<file path="config.mk">
export PLATFORM = sky130hd
export DESIGN_NAME = if_pc_ctrl
export DESIGN_NICKNAME = d
export VERILOG_FILES = /design/src/rtl/if_pc_ctrl.sv
export SDC_FILE = /design/constraint.sdc
export NUM_CORES = 1
export LEC_CHECK = 0
export CAP_MARGIN = 5
export CORE_MARGIN = 2
export CORE_UTILIZATION = 37
export DETAILED_ROUTE_END_ITERATION = 6
export GPL_TIMING_DRIVEN = 0
export HOLD_SLACK_MARGIN = 0.05
export MAX_ROUTING_LAYER = met4
export PLACE_DENSITY = 0.72
export SYNTH_ARGS = -nofsm -noshare
export SYNTH_HDL_FRONTEND = slang
export SYNTH_SLANG_ARGS = --single-unit
</file>
<file path="constraint.sdc">
create_clock -name clk -period 6.2 [get_ports clk]
set_clock_uncertainty 0.1 [all_clocks]
set_input_delay 1.24 -clock clk [delete_from_list [all_inputs] [get_ports clk]]
set_output_delay 1.24 -clock clk [all_outputs]
set_load 0.03 [all_outputs]
</file>
<file path="src/rtl/if_pc_ctrl.sv">
// Instruction-fetch PC controller: owns the fetch PC, issues Icache requests,
// applies flow-control redirects and tags returned instructions for if/id.
module if_pc_ctrl #(
  parameter logic [31:0] RESET_PC = 32'h0000_0000,
  parameter int unsigned PC_STEP  = 4
) (
  input  logic        clk,
  input  logic        rst,
  input  logic        fc_jump_flag_i,
  input  logic [31:0] fc_jump_pc_i,
  input  logic        fc_Icache_stall_flag_i,
  input  logic        fc_Icache_data_valid_i,
  output logic [31:0] if_pc_o,
  output logic        if_valid_req_o,
  output logic        if_jump_stop_Icache_o,
  output logic [31:0] if_id_pc_o,
  output logic        if_id_valid_o
);

  typedef enum logic [1:0] {
    StResetWait,
    StRun,
    StMissWait,
    StJumpPend
  } state_e;

  localparam logic [31:0] Step = 32'(PC_STEP);

  state_e      state_q, state_d;
  logic [31:0] pc_q, pc_d;
  logic [31:0] pend_pc_q, pend_pc_d;
  logic [31:0] id_pc_q, id_pc_d;
  logic        id_valid_q, id_valid_d;

  // State register with synchronous reset.
  always_ff @(posedge clk) begin
    if (rst) begin
      state_q    <= StResetWait;
      pc_q       <= RESET_PC;
      pend_pc_q  <= 32'h0;
      id_pc_q    <= 32'h0;
      id_valid_q <= 1'b0;
    end else begin
      state_q    <= state_d;
      pc_q       <= pc_d;
      pend_pc_q  <= pend_pc_d;
      id_pc_q    <= id_pc_d;
      id_valid_q <= id_valid_d;
    end
  end

  // Next-state: redirect beats capture beats miss in every state.
  always_comb begin
    state_d    = state_q;
    pc_d       = pc_q;
    pend_pc_d  = pend_pc_q;
    id_pc_d    = id_pc_q;
    id_valid_d = 1'b0;
    unique case (state_q)
      StResetWait: begin
        state_d = StRun;
      end
      StRun: begin
        if (fc_jump_flag_i) begin
          pc_d = fc_jump_pc_i;
        end else if (fc_Icache_data_valid_i) begin
          id_pc_d    = pc_q;
          id_valid_d = 1'b1;
          pc_d       = pc_q + Step;
        end else if (fc_Icache_stall_flag_i) begin
          state_d = StMissWait;
        end
      end
      StMissWait: begin
        if (fc_jump_flag_i) begin
          if (fc_Icache_data_valid_i) begin
            // Miss already completed this cycle: redirect directly.
            pc_d    = fc_jump_pc_i;
            state_d = StRun;
          end else begin
            pend_pc_d = fc_jump_pc_i;
            state_d   = StJumpPend;
          end
        end else if (fc_Icache_data_valid_i) begin
          id_pc_d    = pc_q;
          id_valid_d = 1'b1;
          pc_d       = pc_q + Step;
          state_d    = StRun;
        end
      end
      StJumpPend: begin
        if (fc_jump_flag_i) begin
          pend_pc_d = fc_jump_pc_i;
        end
        // Refill done (data returned or flow control released): discard it.
        if (fc_Icache_data_valid_i || !fc_Icache_stall_flag_i) begin
          pc_d    = fc_jump_flag_i ? fc_jump_pc_i : pend_pc_q;
          state_d = StRun;
        end
      end
      default: begin
        state_d = StResetWait;
      end
    endcase
  end

  // Outputs decoded from registered state only.
  always_comb begin
    if_pc_o               = pc_q;
    if_valid_req_o        = (state_q == StRun) || (state_q == StMissWait);
    if_jump_stop_Icache_o = (state_q == StJumpPend);
    if_id_pc_o            = id_pc_q;
    if_id_valid_o         = id_valid_q;
  end

endmodule

</file>
Word level (Yosys, flattened, before mapping)
Cells that the tools add are included.
Widths: inputs -> output; s select.
{ "classes": {"addsub": 1, "n_eq_ne": 11, "n_mux": 19, "bitwise_logic": 2, "reduce_logical": 12} }
{ "op_table": {"columns": ["operator", "count"], "rows": [
  ["$mux 32", 8],
  ["$pmux 32 s3", 1],
  ["$pmux 32 s2", 1],
  ["$add 32x3->32 const B", 1],
  ["$mux 2", 7],
  ["$ne 2x2->1 const B", 5],
  ["$reduce_and 3->1", 3],
  ["$pmux 2 s4", 1],
  ["$ne 3x3->1 const B", 2],
  ["$reduce_and 5->1", 1],
  ["$eq 2x2->1 const B", 2],
  ["$reduce_bool 3->1", 1],
  ["$reduce_or 3->1", 1],
  ["$eq 2x1->1 const B", 1],
  ["$logic_not 2->1", 1],
  ["$logic_or 1x1->1", 2],
  ["$ne 2x1->1 const B", 1],
  ["$not 1->1", 2],
  ["$reduce_bool 2->1", 1],
  ["$reduce_or 2->1", 1],
  ["$logic_not 1->1", 1],
  ["$mux 1", 1]
]} }
{ "word_totals": {"reg_bits": 99, "in_bits": 37, "out_inout_bits": 67, "elab_cells": 50} }

Depth between registers and ports, before layout
Gate-level depths: netlist of run 1.
{ "logic_depth": {"depth_word": 4, "ltp_mapped": 8, "ltp_nobuf": 7} }

Worst setup path after synthesis of run 1
OpenSTA, ideal clock, no wires.
{ "synth_path": {"path_type": "input -> register", "from": "input port fc_jump_flag_i", "to": "register pc_q[25], in the netlist if_pc_o[25]", "setup_ns": 0.134, "arrival_ns": 2.589, "t_required_ns": 5.966, "slack_ns": 3.377, "path_stages": 7, "path_buffers": 2, "path_cell_list": "clkbuf_1 > nor2_1 > o31ai_2 > clkbuf_1 > o211ai_1 > o21ai_0 > o22ai_1"} }
{ "synth_between": {"elab_chain_cells": 3} }
{ "synth_rtl": {"columns": ["item", "line_no", "rtl"], "rows": [
  ["from (decl)", "9", "input logic fc_jump_flag_i,"],
  ["$mux 32", null, null],
  ["$mux 32", "96", "if (fc_Icache_data_valid_i || !fc_Icache_stall_flag_i) begin"],
  ["$pmux 32 s3", "59", "unique case (state_q)"],
  ["to (signal assigned)", "45", "pc_q <= pc_d;"],
  ["to (decl)", "30", "logic [31:0] pc_q, pc_d;"]
]} }
Parallel ways exist; a longest one is shown, timed or not. The select of a mux whose other input is x is not followed.
A chain may end at the register's enable or synchronous reset.

Final worst setup path of run 1
{ "layout_path": {"from": "input port fc_Icache_stall_flag_i", "to": "register pc_q[28], in the netlist if_pc_o[28]"} }
{ "layout_between": {"elab_chain_cells": 4} }
{ "layout_rtl": {"columns": ["item", "line_no", "rtl"], "rows": [
  ["from (decl)", "11", "input logic fc_Icache_stall_flag_i,"],
  ["$logic_not 1->1", "96", null],
  ["$logic_or 1x1->1", "96", null],
  ["$ne 2x1->1 (no line)", null, null],
  ["$reduce_and 3->1 (no line)", null, null]
]} }
No other way between the ends.

==> results of run 1 <==
## synthesized netlist by cell type, types with 3 or more instances
cell      number  share of area [%]
clkbuf_1      42                3.3
nand2b_1       6               0.79
nor2_1        35                2.8
mux2i_1       13                2.7
buf_1          4               0.32
nand2_1      192                 15
nor3_1        10                1.1
o21ai_0       40                4.2
nand4_1        6               0.79
a31oi_1        4               0.53
and3_1         4               0.53
nor4_1         9                1.2
o211ai_1      12                1.9
a22oi_1        6               0.95
a21oi_1       93                9.8
o31ai_1        3               0.47
ha_1           5                1.3
o22ai_1       11                1.4
a211oi_1       7                1.1
dfxtp_1       99                 42
buf_2          3               0.32
or4_1          3               0.47
inv_1          7               0.55
nand3_1        7               0.74
## area by class of cell
cell class / instances / area share [%]
clock inverters: 4 / 1.15
well taps: 172 / 3.41
repair buffers: 102 / 16.2
plain buffers: 49 / 2.97
flip-flops and latches: 99 / 31.4
multi-input cells: 497 / 40.5
inverters: 7 / 0.416
clock buffers: 12 / 4.06
## cell families after synthesis
family	count (synthesis)	share of synthesized area, %
buffers and inverters	56	4.50
muxes	13	2.74
AOI/OAI and AO/OA	195	24.1
adders and majority gates	5	1.32
DFF	99	41.7
and+or+nand+nor	284	25.6
## report_power, final
group,internal (mW),leakage [nW],switching [mW],total (mW)
Combinational,0.179,1.06,0.298,0.477
Sequential,0.687,0.803,0.0768,0.764
Clock,0.375,0.159,0.240,0.615
## layout by cell type, fill, tap and decap left out, types with 9 or more instances in the layout
master           instances
nand2_1                192
clkdlybuf4s50_1        102
dfxtp_1                 99
a21oi_1                 93
clkbuf_1                43
o21ai_0                 40
nor2_1                  35
mux2i_1                 13
o211ai_1                12
o22ai_1                 11
nor3_1                  10
nor4_1                   9
clkbuf_16                9
## state kept, by name, indices dropped and copies added, names as in the netlist
signal and cells:
if_id_valid_o 1, state_q 2, pend_pc_q 32, if_id_pc_o 32, if_pc_o 32
## stage by stage
| step | cell area [µm²] | power [mW] | utilization [%] | instances |
|---|---|---|---|---|
| after global placement | 5990 | 1.25 | 47.7 | 926 |
| after CTS | 6320 | 1.86 | 50.3 | 942 |
| after global routing | 6320 | 1.94 | 50.3 | 942 |
| final | 6320 | 1.86 | 50.3 | 942 |
| after detailed placement | 5990 | 1.25 | 47.7 | 926 |
| after floorplan | 4750 | 1.04 | - | 652 |
## layer usage
layer	wire [µm]	part of all wire, %	vias to the layer above	GRT usage [%]
met5	0	0	-	-
met4	337	2.1	0	9.34
met3	1270	7.9	20	3.26
met2	7040	44	224	35.0
met1	7350	46	2273	33.7
li1	-	-	2505	-
## path summary, 6_finish.rpt
path                          startpoint                          end
max               fc_Icache_stall_flag_i     if_pc_o[28]$_SDFFE_PP0P_
min reg2reg  if_id_pc_o[29]$_SDFFE_PP0P_  if_id_pc_o[29]$_SDFFE_PP0P_
min          if_id_pc_o[29]$_SDFFE_PP0P_  if_id_pc_o[29]$_SDFFE_PP0P_
max reg2reg      state_q[1]$_SDFFE_PP0P_     if_pc_o[28]$_SDFFE_PP0P_
## worst max-delay path, cell delays in order
cell             delay [ns]
clkdlybuf4s50_1        0.46
a22o_1                 0.24
o31ai_2                0.62
clkbuf_1               0.50
o211ai_1               0.28
o21ai_0                0.15
o22ai_1                0.11
==> results.toml, run 1 <==
[run_status]
status = "finished clean"

[final_layout]
area_growth_pct = 32.9
layout.nets = 807
drive_gt1_share_pct = 3.38
multi_input_comb_area_mm2 = 0.00256
seq_area_mm2 = 0.00198
fillers = 1283
diodes = 0

[logic_synthesis]
synthFlopType = "dfxtp_1"
netlist_area_mm2 = 0.00475
mappedNetlistNets = 694
ys_ff_latch = 99
ys_warn_count = 0
synthCells = 652
ys_seq_area_share_pct = 41.7
synth_edf_count = 0
synth_cell_types = 49
synthArstFlopShare_pct = 0
avgSynthCellArea_um2 = 7.29

[clock_tree]
clockBufferDepth = 2
htreeDepth = 3
clock_latency_ns = 0.35
post_cts_buffers = 0
cts-hold-fix-buffers = 0
cts_tree = "yes"
path_clk_slew_ns = 0.07
cts_resized = 0
cts_buffers = 9
root_buffer = "clkbuf_16"
cts.sinks = 99

[timing]
rsz0062_at_grt = "false"
finalHoldViolations = 0
fin_hold_ws_ns = 0.353
post-route-period-util_pct = 56.6
min_period_ns = 3.51
setup_tns_ns = 0
finalWorstSetupSlack_ns = 2.69
slew_headroom_pct = 48.0
worst_pin_slew_ns = 0.780
setup_viol = 0
timing.fmax_ghz = 0.285
maxSlewViolCount = 0

[worst_setup_path]
worstPathMaxFanout = 10
cp.arrival_ns = 3.61
worstSetupPathType = "primary input to register"
critPathRequiredTime_ns = 6.30
reg2reg_depth = 7
rrSetupSlack_ns = 3.18
end_kind = "register"
startpoint_type = "primary input"

[global_routing]
antenna_found_initial = 0
gr-total-overflow = 0
gr-usage-all-layers_pct = 24.0
grt_pass1_vias = 4618
grt_pass1_wl_mm = 25.6
grt_max_degree = 16

[placed_design]
place.gp.congestion = 0.966
io_buffers = 102
hpwlAfterDp_mm = 12.0
place_worst_setup_slack_ns = 2.44

[route]
wl_per_cell_um = 17.0
drt_iter0_markers = 454
dr.pass1.iters = 5
num_vias = 5022
drc_errors = 0
post_drt_via_cell_ratio = 5.33
wl_mm = 16.0
antenna_left = 0

[worst_hold_path]
hold_depth = 2
hp-class = "register to register"

[floorplan]
dieArea_mm2 = 0.0138
die_w_um = 117
num_rows = 41
initial_core_util_pct = 37.8
core_mm2 = 0.0126
ios = 104
die_y_um = 117

[power_and_ir_drop]
peakVddDrop_v = 0.000125
power_density_mw_per_mm2 = 294
p_leak_nw = 2.03

[job]
cap_viol_max_count = 0
Note: power is estimated with default switching activity, not from simulation.
==> inputs of run 2 (changes only) <==
--- a/config.mk
+++ b/config.mk
@@ -12,7 +12,7 @@
 export GPL_TIMING_DRIVEN = 0
 export HOLD_SLACK_MARGIN = 0.05
 export MAX_ROUTING_LAYER = met4
-export PLACE_DENSITY = 0.72
+export PLACE_DENSITY = 0.75
 export SYNTH_ARGS = -nofsm -noshare
 export SYNTH_HDL_FRONTEND = slang
 export SYNTH_SLANG_ARGS = --single-unit
==> constraint.sdc (replaced) <==
create_clock -name clk -period 2.9 [get_ports clk]
set_clock_uncertainty 0.1 [all_clocks]
set_input_delay 0.58 -clock clk [delete_from_list [all_inputs] [get_ports clk]]
set_output_delay 0.58 -clock clk [all_outputs]
set_load 0.03 [all_outputs]
==> run 2 against run 1 <==
Against the previous run: core utilization fell by 0.39 points; sequential power rose by 110%; sequential share of layout area rose by 0.24 points; largest cell class unchanged.
==> results.toml, run 2 (same netlist as run 1, synthesis figures left out) <==
[clock_tree]
cts_buffers = 9
htreeDepth = 3
cts-hold-fix-buffers = 0
cts.sinks = 99
clock_latency_ns = 0.35
clockBufferDepth = 2
path_clk_slew_ns = 0.07
cts_tree = "yes"
root_buffer = "clkbuf_16"

[timing]
setup_viol = 0
finalHoldViolations = 0
rsz0062_at_grt = "true"
worst_pin_slew_ns = 0.747
timing.fmax_ghz = 0.365
slew_headroom_pct = 50.2
post-route-period-util_pct = 94.6
fin_hold_ws_ns = 0.352
min_period_ns = 2.74
maxSlewViolCount = 0

[placed_design]
hpwlAfterDp_mm = 11.4
io_buffers = 102
place.gp.congestion = 0.975
place_area_mm2 = 0.00599

[power_and_ir_drop]
power_density_mw_per_mm2 = 601
p_leak_nw = 2.00
peakVddDrop_v = 0.000289

[global_routing]
gr-usage-all-layers_pct = 23.2
grt_pass1_vias = 4657
grt_pass1_wl_mm = 24.9
antenna_found_initial = 0
gr-total-overflow = 0
grt_max_degree = 17

[floorplan]
initial_core_util_pct = 37.8
core_mm2 = 0.0126
die_w_um = 117
die_y_um = 117
ios = 104
dieArea_mm2 = 0.0138
num_rows = 41

[route]
antenna_left = 0
wl_per_cell_um = 16.5
drt_iter0_markers = 540
dr.pass1.iters = 5
post_drt_via_cell_ratio = 5.45
wl_mm = 15.6
drc_errors = 0
num_vias = 5131

[worst_setup_path]
worstSetupPathType = "register to register"
end_kind = "register"
cp.arrival_ns = 2.92
critPathRequiredTime_ns = 3.07
worstPathMaxFanout = 10
startpoint_type = "register"

[final_layout]
area_growth_pct = 31.9
final_cell_mix = "nand2_1 (192), clkdlybuf4s50_1 (102), dfxtp_1 (99)"
seq_area_mm2 = 0.00198
final_common_cell = "nand2_1"
fillers = 1261
diodes = 0
design_area_mm2 = 0.00627
multi_input_comb_area_mm2 = 0.00257
drive_gt1_share_pct = 3.51
layout.nets = 807

[worst_hold_path]
hp-class = "register to register"

[run_status]
status = "finished clean"

[job]
cap_viol_max_count = 0
[run 2: worst paths after layout]
kind	from	endpoint	slack, ns	depth (start not counted)
setup / recovery	state_q[1]$_SDFFE_PP0P_	if_pc_o[31]$_SDFFE_PP0P_	0.16	7
hold / removal	if_id_pc_o[5]$_SDFFE_PP0P_	if_id_pc_o[5]$_SDFFE_PP0P_	0.35	2
setup reg to reg	state_q[1]$_SDFFE_PP0P_	if_pc_o[31]$_SDFFE_PP0P_	0.16	7
hold reg to reg	if_id_pc_o[5]$_SDFFE_PP0P_	if_id_pc_o[5]$_SDFFE_PP0P_	0.35	2
[run 2: worst max-delay path, stage by stage (launching register included)]
cell	delay, ns
dfxtp_1	0.38
ha_1	0.41
clkbuf_1	0.54
clkbuf_1	0.51
nand2_1	0.10
o21ai_0	0.30
a21oi_1	0.12
o22ai_1	0.19
[run 2: metal layers]
layer	global-route usage [%]	vias to the layer above	wire length, µm
li1	-	2499	-
met1	31.6	2347	6990
met2	34.0	257	6900
met3	5.59	28	1390
met4	7.38	0	306
met5	-	-	0
[run 2: what timing repair did]
| item | in CTS | in global routing |
|---|---|---|
| endpoints found under the hold margin | 0 | 0 |
| buffers inserted | 0 | 0 |
| setup endpoints to repair | 0 | 11 |
| gates resized for setup | 0 | 2 |
[run 2: layout make-up]
cell class              instances  share of cell area (%)
well taps                     172                    3.43
multi-input cells             497                    41.0
clock inverters                 6                   0.639
clock buffers                  10                    3.65
plain buffers                  49                    2.99
flip-flops and latches         99                    31.6
inverters                       7                   0.419
repair buffers                102                    16.3
[run 2: report_power, final]
group,internal (mW),switching [mW]
registers,1.47,0.165
logic,0.386,0.630
clock network,0.584,0.539
total,2.44,1.33
[run 2: stage by stage]
step / std cells / worst slack (ns) / power, mW / utilization, % / setup TNS, ns
final: 942 / 0.157 / 3.77 / 49.9 / 0
after global routing: 942 / -0.00105 / 3.93 / 49.9 / -0.00105
after CTS: 942 / 0.139 / 3.76 / 49.8 / 0
after detailed placement: 926 / -0.0913 / 2.65 / 47.7 / -0.423
after global placement: 926 / -0.130 / 2.65 / 47.7 / -0.763
after floorplan: 652 / 0.488 / 2.22 / - / 0
==> inputs of run 3 (changes only) <==
--- a/config.mk
+++ b/config.mk
@@ -8,11 +8,13 @@
 export CAP_MARGIN = 5
 export CORE_MARGIN = 2
 export CORE_UTILIZATION = 37
+export CTS_BUF_LIST = sky130_fd_sc_hd__clkbuf_4 sky130_fd_sc_hd__clkbuf_8
 export DETAILED_ROUTE_END_ITERATION = 6
 export GPL_TIMING_DRIVEN = 0
 export HOLD_SLACK_MARGIN = 0.05
 export MAX_ROUTING_LAYER = met4
 export PLACE_DENSITY = 0.75
+export REMOVE_ABC_BUFFERS = 1
 export SYNTH_ARGS = -nofsm -noshare
 export SYNTH_HDL_FRONTEND = slang
 export SYNTH_SLANG_ARGS = --single-unit
==> run 3 against run 2 <==
Against the previous run: clock power down 18%; design area is 1.4% lower; sequential cell count unchanged; fmax up 2.8%; combinational power hardly changed; non-clock buffer count shrank 39; wire length fell by 10%; worst setup slack improved by 0.075 ns; sequential power about the same; via count shrank 6.1%; total power is 5.7% lower; highest routed layer unchanged.
==> results.toml, run 3 (same netlist as run 1, synthesis figures left out) <==
[power_and_ir_drop]
seqPwrFrac_pct = 45.9
internal_power_mw = 2.31
p_comb_share_pct = 28.1
sw_frac_of_total_pct = 35.2
total_power_mw = 3.56
power_density_mw_per_mm2 = 576
peakVddDrop_v = 0.000261
p_sw_mw = 1.25
power.share.clock_pct = 25.9
p_leak_nw = 1.98

[floorplan]
core_mm2 = 0.0126
die_y_um = 117
initial_core_util_pct = 37.8
die_w_um = 117
ios = 104
dieArea_mm2 = 0.0138
num_rows = 41

[timing]
setup_tns_ns = 0
worst_pin_slew_ns = 1.16
finalWorstSetupSlack_ns = 0.233
timing.fmax_ghz = 0.375
rsz0062_at_grt = "false"
slew_headroom_pct = 22.3
maxSlewViolCount = 0
finalHoldViolations = 0
post-route-period-util_pct = 92.0
setup_viol = 0
min_period_ns = 2.67

[global_routing]
grt_use_met1_pct = 26.7
gr-total-overflow = 0
top_usage_layer = "met2"
antenna_found_initial = 0
gr-usage-all-layers_pct = 19.7
use_met2_pct = 30.3
grt_pass1_vias = 4162
grtUsageMet3_pct = 4.47
grt_pass1_wl_mm = 21.7
grt_max_degree = 76

[route]
num_vias = 4820
dr.pass1.iters = 5
post_drt_via_cell_ratio = 5.33
antenna_left = 0
drt_iter0_markers = 302
wl_mm = 14.0
wl_per_cell_um = 15.5
drc_errors = 0

[final_layout]
postLayoutCoreUtil_pct = 49.2
diodes = 0
area_growth_pct = 30.0
final_cell_mix = "nand2_1 (192), clkdlybuf4s50_1 (101), dfxtp_1 (99)"
drive_gt1_share_pct = 5.33
final_common_cell = "nand2_1"
stdcell_count = 904
fillers = 1235
layout.nets = 769

[worst_hold_path]
hp-class = "register to register"

[worst_setup_path]
crit_slowest_cell = "clkdlybuf4s50_1"
critPathRequiredTime_ns = 2.22
end_kind = "primary output"
worstPathMaxFanout = 24
slowest_delay_ns = 0.76
cp.arrival_ns = 1.99
crit_chain = "ha_4, clkdlybuf4s50_1"
startpoint_type = "register"
worstSetupPathType = "register to primary output"

[clock_tree]
cts_tree = "yes"
root_buffer = "clkbuf_8"
cts-hold-fix-buffers = 0
htreeDepth = 3
path_clk_slew_ns = 0.09
clockBufferDepth = 2
cts.sinks = 99
clock_latency_ns = 0.39
cts_buffers = 9

[placed_design]
place.gp.congestion = 0.815
io_buffers = 103
place_worst_setup_slack_ns = -0.365
hpwlAfterDp_mm = 8.78
dp_cells = 884

[run_status]
status = "finished clean"

[job]
cap_viol_max_count = 0
[run 3: changes by cell type in the layout (fill, tap and decap cells not counted), sizes merged]
cell / delta
buf: +4
bufinv: +1
clkbuf: -41
clkdlybuf4s50: -1
inv: -2
o31ai: +1
[run 3: cell type report]
type                    instances  area, µm²  share of cell area, %
clock inverters                 5       52.6                  0.850
repair buffers                112       1160                   18.8
inverters                       7       26.3                  0.425
clock buffers                  11        145                   2.35
multi-input cells             498       2600                   42.1
flip-flops and latches         99       1980                   32.1
well taps                     172        215                   3.48
[run 3: power by group through the flow]
stage / sequential (mW) / combinational, mW / clock, mW
after global routing: 1.66 / 1.08 / 1.01
after global placement: 1.66 / 0.925 / 0
after detailed placement: 1.66 / 0.970 / 0
final: 1.63 / 1.00 / 0.922
after floorplan: 1.79 / 0.381 / 0
after CTS: 1.63 / 0.976 / 0.941
[run 3: worst max-delay path, delay by kind of cell, from the launching register on]
family     cells  cell delay, ns
buf+inv        1            0.76
flops          1            0.44
fa+ha+maj      1            0.40
[run 3: layer usage]
| layer | share of wire (%) | up-vias |
|---|---|---|
| met5 | 0 | - |
| met4 | 0.80 | 0 |
| met3 | 6.0 | 9 |
| met2 | 47 | 149 |
| met1 | 46 | 2233 |
| li1 | - | 2429 |
[run 3: repair_timing]
| action | CTS | global route |
|---|---|---|
| endpoints found under the setup margin | 32 | 24 |
| resized for setup | 1 | 1 |
| pin swaps | 1 | 2 |
| cloned | 0 | 1 |
| setup buffers | 0 | 3 |
[run 3: metrics by stage]
stage	hold WS [ns]	instance area (µm²)
after floorplan	0.326	4570
after global placement	0.341	5810
after detailed placement	0.346	5920
after CTS	0.358	6130
after global routing	0.377	6180
final	0.357	6180
[run 3: worst paths after layout]
check,slack (ns),startpoint,endpoint,cells past startpoint
worst max register to register,0.41,state_q[1]$_SDFFE_PP0P_,if_pc_o[19]$_SDFFE_PP0P_,5
worst min register to register,0.36,if_id_pc_o[30]$_SDFFE_PP0P_,if_id_pc_o[30]$_SDFFE_PP0P_,2
worst max-delay path,0.23,state_q[1]$_SDFFE_PP0P_,if_jump_stop_Icache_o,2
worst min-delay path,0.36,if_id_pc_o[30]$_SDFFE_PP0P_,if_id_pc_o[30]$_SDFFE_PP0P_,2
